--- config.mk ---
export PLATFORM = sky130hd
export DESIGN_NAME = mem_byte_responder_flat
export DESIGN_NICKNAME = d
export VERILOG_FILES = /design/src/rtl/mem_resp_pkg.sv /design/src/rtl/mem_byte_responder_if.sv /design/src/rtl/mem_resp_beat_ctr.sv /design/src/rtl/mem_byte_responder.sv /design/src/flat_wrapper.sv
export SDC_FILE = /design/constraint.sdc
export NUM_CORES = 2
export LEC_CHECK = 0
export CORE_UTILIZATION = 55
export CTS_BUF_LIST = sky130_fd_sc_hd__clkbuf_4
export CTS_CLUSTER_DIAMETER = 200
export DETAILED_ROUTE_END_ITERATION = 12
export PLACE_DENSITY_LB_ADDON = 0.12
export SLEW_MARGIN = 20
export SYNTH_ARGS = -nofsm -noshare
export SYNTH_HDL_FRONTEND = slang
export SYNTH_SLANG_ARGS = --single-unit
export TNS_END_PERCENT = 20
--- constraint.sdc ---
create_clock -name clk -period 5.1 [get_ports clk]
set_input_delay 0.765 -clock clk [delete_from_list [all_inputs] [get_ports clk]]
set_output_delay 0.765 -clock clk [all_outputs]
set_load 0.02 [all_outputs]
--- src/rtl/mem_resp_pkg.sv ---
// Shared definitions for the MEM-stage byte-serial memory responder.
// Optional feature macro: MEM_RESP_ALIGN_CHECK_EN (misaligned-word fault path).
package mem_resp_pkg;

  typedef enum logic [1:0] {
    S_IDLE = 2'd0,
    S_WAIT = 2'd1,
    S_BEAT = 2'd2,
    S_ACK  = 2'd3
  } state_e;

  localparam logic RW_READ   = 1'b0;
  localparam logic RW_WRITE  = 1'b1;
  localparam logic SIZE_BYTE = 1'b0;
  localparam logic SIZE_WORD = 1'b1;

  // Index of the final byte beat: a byte is one beat, a word is four.
  function automatic logic [1:0] last_idx(input logic size);
    return (size == SIZE_WORD) ? 2'd3 : 2'd0;
  endfunction

endpackage

--- src/rtl/mem_byte_responder_if.sv ---
// Request/response bundle between the MEM stage and the byte responder.
// Optional feature macro: MEM_RESP_ALIGN_CHECK_EN adds the fault signal.
interface mem_byte_responder_if #(
  parameter int ADDR_W = 8
);

  logic              E;
  logic              RW;
  logic              Size;
  logic [ADDR_W-1:0] A;
  logic [31:0]       DI;
  logic [31:0]       DO;
  logic              busy;
  logic              ack;

`ifdef MEM_RESP_ALIGN_CHECK_EN
  logic              fault;

  modport master (output E, RW, Size, A, DI, input DO, busy, ack, fault);
  modport slave  (input E, RW, Size, A, DI, output DO, busy, ack, fault);
`else
  modport master (output E, RW, Size, A, DI, input DO, busy, ack);
  modport slave  (input E, RW, Size, A, DI, output DO, busy, ack);
`endif

endinterface

--- src/rtl/mem_resp_beat_ctr.sv ---
// Wait-cycle counter and byte-beat index for the responder FSM.
// beat_go_o marks the last wait cycle; last_beat_o marks the final byte beat.
// Optional feature macro MEM_RESP_ALIGN_CHECK_EN does not affect this block.
module mem_resp_beat_ctr
  import mem_resp_pkg::*;
#(
  parameter int WAIT_CYCLES = 0
) (
  input  logic       clk,
  input  logic       R,
  input  logic       start_i,
  input  logic       size_i,
  input  logic       in_wait_i,
  input  logic       in_beat_i,
  output logic [1:0] idx_o,
  output logic       beat_go_o,
  output logic       last_beat_o
);

  localparam logic [3:0] WAIT_LD = 4'(WAIT_CYCLES);

  logic [3:0] wait_q;
  logic [1:0] idx_q;
  logic [1:0] last_q;

  // Load on request capture, count down while waiting, step the index per beat.
  always_ff @(posedge clk or negedge R) begin
    if (!R) begin
      wait_q <= '0;
      idx_q  <= '0;
      last_q <= '0;
    end else if (start_i) begin
      wait_q <= WAIT_LD;
      idx_q  <= '0;
      last_q <= last_idx(size_i);
    end else if (in_wait_i) begin
      wait_q <= wait_q - 4'd1;
    end else if (in_beat_i) begin
      wait_q <= WAIT_LD;
      idx_q  <= idx_q + 2'd1;
    end
  end

  // The decrement that reaches zero is the last wait cycle.
  assign beat_go_o   = (wait_q == 4'd1);
  assign last_beat_o = (idx_q == last_q);
  assign idx_o       = idx_q;

endmodule

--- src/rtl/mem_byte_responder.sv ---
// Multi-cycle big-endian data-memory responder for the MEM stage.
// Serves one byte per beat over a 2**ADDR_W x 8 array, optionally padding each
// beat with WAIT_CYCLES idle cycles, and pulses ack for one cycle at the end.
// Optional feature macro: MEM_RESP_ALIGN_CHECK_EN -- misaligned word requests
// complete immediately with fault=1 and touch neither the array nor DO.
module mem_byte_responder
  import mem_resp_pkg::*;
#(
  parameter int ADDR_W      = 8,
  parameter int WAIT_CYCLES = 0
) (
  input logic                  clk,
  input logic                  R,
  mem_byte_responder_if.slave  bus
);

  localparam int DEPTH    = 2 ** ADDR_W;
  localparam bit HAS_WAIT = (WAIT_CYCLES != 0);

  state_e            state_q;
  logic              rw_q;
  logic              size_q;
  logic [ADDR_W-1:0] base_q;
  logic [31:0]       data_q;   // write bytes shift out MSB-first, read bytes shift in
  logic [31:0]       do_q;
  logic              ack_q;
`ifdef MEM_RESP_ALIGN_CHECK_EN
  logic              fault_q;
`endif

  logic [7:0]        mem [DEPTH];

  logic [1:0]        idx;
  logic              beat_go;
  logic              last_beat;
  logic              start;
  logic              misaligned;
  logic [ADDR_W-1:0] addr;
  logic [7:0]        rd_byte;
  state_e            after_beat;

`ifdef MEM_RESP_ALIGN_CHECK_EN
  assign misaligned = (bus.Size == SIZE_WORD) && (bus.A[1:0] != 2'b00);
`else
  assign misaligned = 1'b0;
`endif

  assign start      = (state_q == S_IDLE) && bus.E && !misaligned;
  assign addr       = base_q + ADDR_W'(idx);
  assign rd_byte    = mem[addr];
  assign after_beat = HAS_WAIT ? S_WAIT : S_BEAT;

  mem_resp_beat_ctr #(
    .WAIT_CYCLES (WAIT_CYCLES)
  ) u_beat_ctr (
    .clk         (clk),
    .R           (R),
    .start_i     (start),
    .size_i      (bus.Size),
    .in_wait_i   (state_q == S_WAIT),
    .in_beat_i   (state_q == S_BEAT),
    .idx_o       (idx),
    .beat_go_o   (beat_go),
    .last_beat_o (last_beat)
  );

  // Request FSM: capture, wait, transfer bytes, then a single-cycle ack.
  // NOTE: every register here uses <= so all of them see pre-edge values of
  // each other (data_q feeds do_q in the same edge it shifts).
  always_ff @(posedge clk or negedge R) begin
    if (!R) begin
      state_q <= S_IDLE;
      rw_q    <= RW_READ;
      size_q  <= SIZE_BYTE;
      base_q  <= '0;
      data_q  <= '0;
      do_q    <= '0;
      ack_q   <= 1'b0;
`ifdef MEM_RESP_ALIGN_CHECK_EN
      fault_q <= 1'b0;
`endif
    end else begin
      case (state_q)
        S_IDLE: begin
          if (bus.E) begin
            if (misaligned) begin
              state_q <= S_ACK;
              ack_q   <= 1'b1;
`ifdef MEM_RESP_ALIGN_CHECK_EN
              fault_q <= 1'b1;
`endif
            end else begin
              rw_q    <= bus.RW;
              size_q  <= bus.Size;
              base_q  <= (bus.Size == SIZE_WORD) ? {bus.A[ADDR_W-1:2], 2'b00} : bus.A;
              // A byte write sends DI[7:0]; park it where the MSB-first shift starts.
              data_q  <= (bus.Size == SIZE_WORD) ? bus.DI : {bus.DI[7:0], 24'h0};
              state_q <= HAS_WAIT ? S_WAIT : S_BEAT;
            end
          end
        end
        S_WAIT: begin
          if (beat_go) state_q <= S_BEAT;
        end
        S_BEAT: begin
          data_q <= {data_q[23:0], (rw_q == RW_READ) ? rd_byte : 8'h00};
          if (last_beat) begin
            state_q <= S_ACK;
            ack_q   <= 1'b1;
            if (rw_q == RW_READ) begin
              do_q <= (size_q == SIZE_WORD) ? {data_q[23:0], rd_byte} : {24'h0, rd_byte};
            end
          end else begin
            state_q <= after_beat;
          end
        end
        S_ACK: begin
          ack_q   <= 1'b0;
`ifdef MEM_RESP_ALIGN_CHECK_EN
          fault_q <= 1'b0;
`endif
          state_q <= S_IDLE;
        end
        default: state_q <= S_IDLE;
      endcase
    end
  end

  // Byte store on each write beat; bytes already stored survive a reset.
  // NOTE: the array is intentionally left out of reset -- contents must persist
  // across R, and a reset would turn the RAM into a huge flop bank.
  always_ff @(posedge clk) begin
    if (state_q == S_BEAT && rw_q == RW_WRITE) begin
      mem[addr] <= data_q[31:24];
    end
  end

  assign bus.DO   = do_q;
  assign bus.ack  = ack_q;
  assign bus.busy = bus.E & ~ack_q;
`ifdef MEM_RESP_ALIGN_CHECK_EN
  assign bus.fault = fault_q;
`endif

endmodule

--- src/flat_wrapper.sv ---
// flat-port wrapper written by rule: the top's interface ports become plain ports
module mem_byte_responder_flat import mem_resp_pkg::*;
#(
  parameter int ADDR_W      = 8,
  parameter int WAIT_CYCLES = 0
)
  (clk, R, bus_E, bus_RW, bus_Size, bus_A, bus_DI, bus_DO, bus_busy, bus_ack);
  mem_byte_responder_if #(.ADDR_W(ADDR_W)) bus_i ();
  input logic clk;
  input logic R;
  input wire logic [$bits(bus_i.E)-1:0] bus_E;
  input wire logic [$bits(bus_i.RW)-1:0] bus_RW;
  input wire logic [$bits(bus_i.Size)-1:0] bus_Size;
  input wire logic [$bits(bus_i.A)-1:0] bus_A;
  input wire logic [$bits(bus_i.DI)-1:0] bus_DI;
  output wire logic [$bits(bus_i.DO)-1:0] bus_DO;
  output wire logic [$bits(bus_i.busy)-1:0] bus_busy;
  output wire logic [$bits(bus_i.ack)-1:0] bus_ack;
  assign bus_i.E = bus_E;
  assign bus_i.RW = bus_RW;
  assign bus_i.Size = bus_Size;
  assign bus_i.A = bus_A;
  assign bus_i.DI = bus_DI;
  assign bus_DO = bus_i.DO;
  assign bus_busy = bus_i.busy;
  assign bus_ack = bus_i.ack;
  mem_byte_responder #(.ADDR_W(ADDR_W), .WAIT_CYCLES(WAIT_CYCLES)) u_core (.clk(clk), .R(R), .bus(bus_i));
endmodule
==> flow_metrics.env <==
export IMPL_grt_antenna_before_repair=7
export IMPL_via_per_inst=6.25
export IMPL_status="finished, final reports clean"
export IMPL_post_route_period_util_pct=95.7
export IMPL_clk_pin_slew_worst_paths_ns=0.07
export IMPL_m1WireLength_um=86300
export IMPL_yosysWarnings=0
export IMPL_cp_max_fo=73
export IMPL_place_hpwl_um=129000
export IMPL_dr_wl_met3_um=21300
export IMPL_worstPathRequired_ns=6.38
export IMPL_leakagePower_nw=31.1
export IMPL_grt_pass1_wl_um=311000
export IMPL_place_congestion=0.881
export IMPL_post_drt_wl_per_cell_um=30.2
export IMPL_slew_headroom_pct=24.3
export IMPL_layout_drive_gt1_share_pct=34.6
export IMPL_routed_wl_um=214000
export IMPL_drtAntennaViolNets=0
export IMPL_cts_buffer_depth=4
export IMPL_synth_edff_count=2048
export IMPL_synth_distinct_cells=70
export IMPL_criticalPathCategory="reg -> reg"
export IMPL_synthToLayoutAreaGrowth_pct=14.0
export IMPL_die_w_um=391
export IMPL_fin_skew_ns=0.110
export IMPL_fmax_mhz=205
export IMPL_ys_ff_latch=2131
export IMPL_synthArstFlopShare_pct=3.89
export IMPL_power_mw=65.4
export IMPL_period_needed_ns=4.88
export IMPL_power_density_nw_per_um2=689
export IMPL_avgSynthCellArea_um2=20.9
export IMPL_routed_top_layer="met5"
export IMPL_synthFlopType="edfxtp_1"
export IMPL_start_kind="register"
export IMPL_io_pins=79
export IMPL_slew_viol_final=0
export IMPL_wl_met2_um=101000
export IMPL_postCtsSetupBuffers=0
export IMPL_drtIter0Drc=5319
export IMPL_drcViolationCount=0
export IMPL_grt_use_total_pct=28.5
export IMPL_ir_drop_v=0.000660
export IMPL_cts_root_buf="clkbuf_4"
export IMPL_fp_dieArea_um2=153000
export IMPL_die_y_um=391
export IMPL_seq_area_frac_synth_pct=76.3
export IMPL_numCtsBuffers=563
export IMPL_htree_levels=6
export IMPL_max_cap_violations=0
export IMPL_rsz0062_at_grt="no"
export IMPL_grt_pass1_vias=44622
export IMPL_overflow=0
export IMPL_hold_violations=0
export IMPL_synth_area_um2=83300
export IMPL_first_pass_iters=6
export IMPL_grt_max_degree=251
export IMPL_final_core_util_pct=63.2
export IMPL_final_nets=4769
export IMPL_initial_utilization_pct=55.5
export IMPL_synth_nets=4048
export IMPL_core_area_um2=150000
export IMPL_clk_latency_ns=1.36
export IMPL_cts_tree="yes"
export IMPL_vias=44293
export IMPL_syn_instance_count=3993
export IMPL_hold_path_class="in -> reg"
export IMPL_endpoint_kind="register"
export IMPL_cts_sinks=2131
export IMPL_worstMarginPinSlew_ns=1.13
export IMPL_rows=142
export IMPL_arrival_ns=6.16
export IMPL_setup_viol=0
export IMPL_port_buffers=78
==> worst paths after layout <==
| path | startpoint | end | slack [ns] | depth (start not counted) |
|---|---|---|---|---|
| min in group asynchronous | R | u_core.data_q[24] | 0.50 | 4 |
| setup reg to reg | u_core.u_beat_ctr.idx_o[0] | u_core.data_q[6] | 0.22 | 12 |
| setup / recovery | u_core.u_beat_ctr.idx_o[0] | u_core.data_q[6] | 0.22 | 12 |
| hold reg to reg | u_core.bus.DO[15] | u_core.bus.DO[15] | 0.48 | 2 |
| max in group asynchronous | R | u_core.data_q[27] | 4.07 | 4 |
| hold / removal | bus_DI[9] | u_core.data_q[9] | 0.11 | 3 |
==> layout by cell type (no fill, tap or decap), drive strengths merged, types with 10 or more instances in the layout <==
cell type	netlist	final
nand3	41	41
nand4	12	12
nand2	212	212
a22oi	40	40
dfrtp	83	83
dlygate4sd3	0	14
nor2	345	345
buf	164	309
a31oi	17	17
edfxtp	2048	2048
mux4	566	566
a221oi	29	29
a21oi	43	43
and3	10	10
mux2i	42	42
clkinv	1	96
nor3	20	20
o22ai	24	24
inv	8	26
o21ai	58	58
diode	0	14
clkdlybuf4s50	0	77
clkbuf	80	788
==> registers in the layout, summed over array words and instances (netlist names) <==
name                      flops
u_core.bus.ack                1
u_core.base_q                 8
u_core.mem                 2048
u_core.u_beat_ctr.idx_o       2
u_core.data_q                32
u_core.u_beat_ctr.wait_q      4
u_core.state_q                2
u_core.u_beat_ctr.last_q      1
u_core.rw_q                   1
u_core.bus.DO                32
==> cell type report <==
cell class / instances / area [um2]
flip-flops and latches: 2131 / 63600
fillers: 10518 / 55200
multi-input cells: 1609 / 18500
clock buffers: 788 / 5920
repair buffers: 400 / 3670
well taps: 2016 / 2520
clock inverters: 122 / 706
diodes: 14 / 35.0
inverters: 9 / 33.8
==> critical path, cell delays in order, from the launching register on <==
cell	delay, ns
dfrtp_1	0.45
ha_4	0.21
fa_4	0.57
xor2_4	0.37
buf_12	0.46
mux4_2	0.33
mux4_2	0.29
o32ai_1	0.09
a2111o_1	0.48
a2111oi_2	0.68
buf_4	0.22
or3b_1	0.41
a21oi_1	0.14
==> per-stage QoR <==
stage / hold WS, ns / setup slack, ns / TNS (ns) / cells / cell area (um2)
2_1_floorplan: 0.443 / 1.11 / 0 / 3993 / 83300
5_1_grt: 0.0156 / 0.155 / 0 / 7085 / 94900
3_5_place_dp: 0.470 / -0.00221 / -0.00221 / 6149 / 88100
3_3_place_gp: 0.463 / -0.232 / -0.459 / 6149 / 88100
6_report: 0.110 / 0.221 / 0 / 7089 / 95000
4_1_cts: 0.00199 / 0.301 / 0 / 7074 / 94900
==> synthesized netlist by cell type, drive strengths merged, types with 20 or more instances <==
cell type / n / share of area [%]
nand2: 212 / 0.96
nand3: 41 / 0.25
nor2: 345 / 1.6
mux2i: 42 / 0.50
mux4: 566 / 15
a221oi: 29 / 0.30
o22ai: 24 / 0.18
o21ai: 58 / 0.35
clkbuf: 80 / 0.36
a22oi: 40 / 0.38
dfrtp: 83 / 2.5
edfxtp: 2048 / 74
nor3: 20 / 0.12
a21oi: 43 / 0.26
buf: 164 / 1.3
==> where the power goes <==
part           total (mW)  switching, mW  internal, mW
Combinational        28.2           16.3          11.9
Clock                14.2           6.65          7.52
Sequential           23.0          0.939          22.1
==> what timing repair did <==
action	CTS	global route
resized for setup	1	0
setup endpoints to repair	2	0
endpoints found under the hold margin	89	0
hold buffers	15	0
==> cells by family after synthesis <==
logic type | after synthesis | share of synthesized area (%)
mux | 614 | 15.9
compound gates | 286 | 2.38
xor+xnor | 6 | 0.0811
fa+ha+maj | 10 | 0.159
simple gates | 693 | 3.48
buf+inv | 253 | 1.70
flops | 2131 | 76.3
==> routing by layer <==
layer  global-route usage (%)  vias up
met5                        0        -
li1                         -    18312
met4                     9.89        6
met1                     41.6    23132
met3                     6.98      348
met2                     42.6     2495
Note: power is estimated with default switching activity, not from simulation.
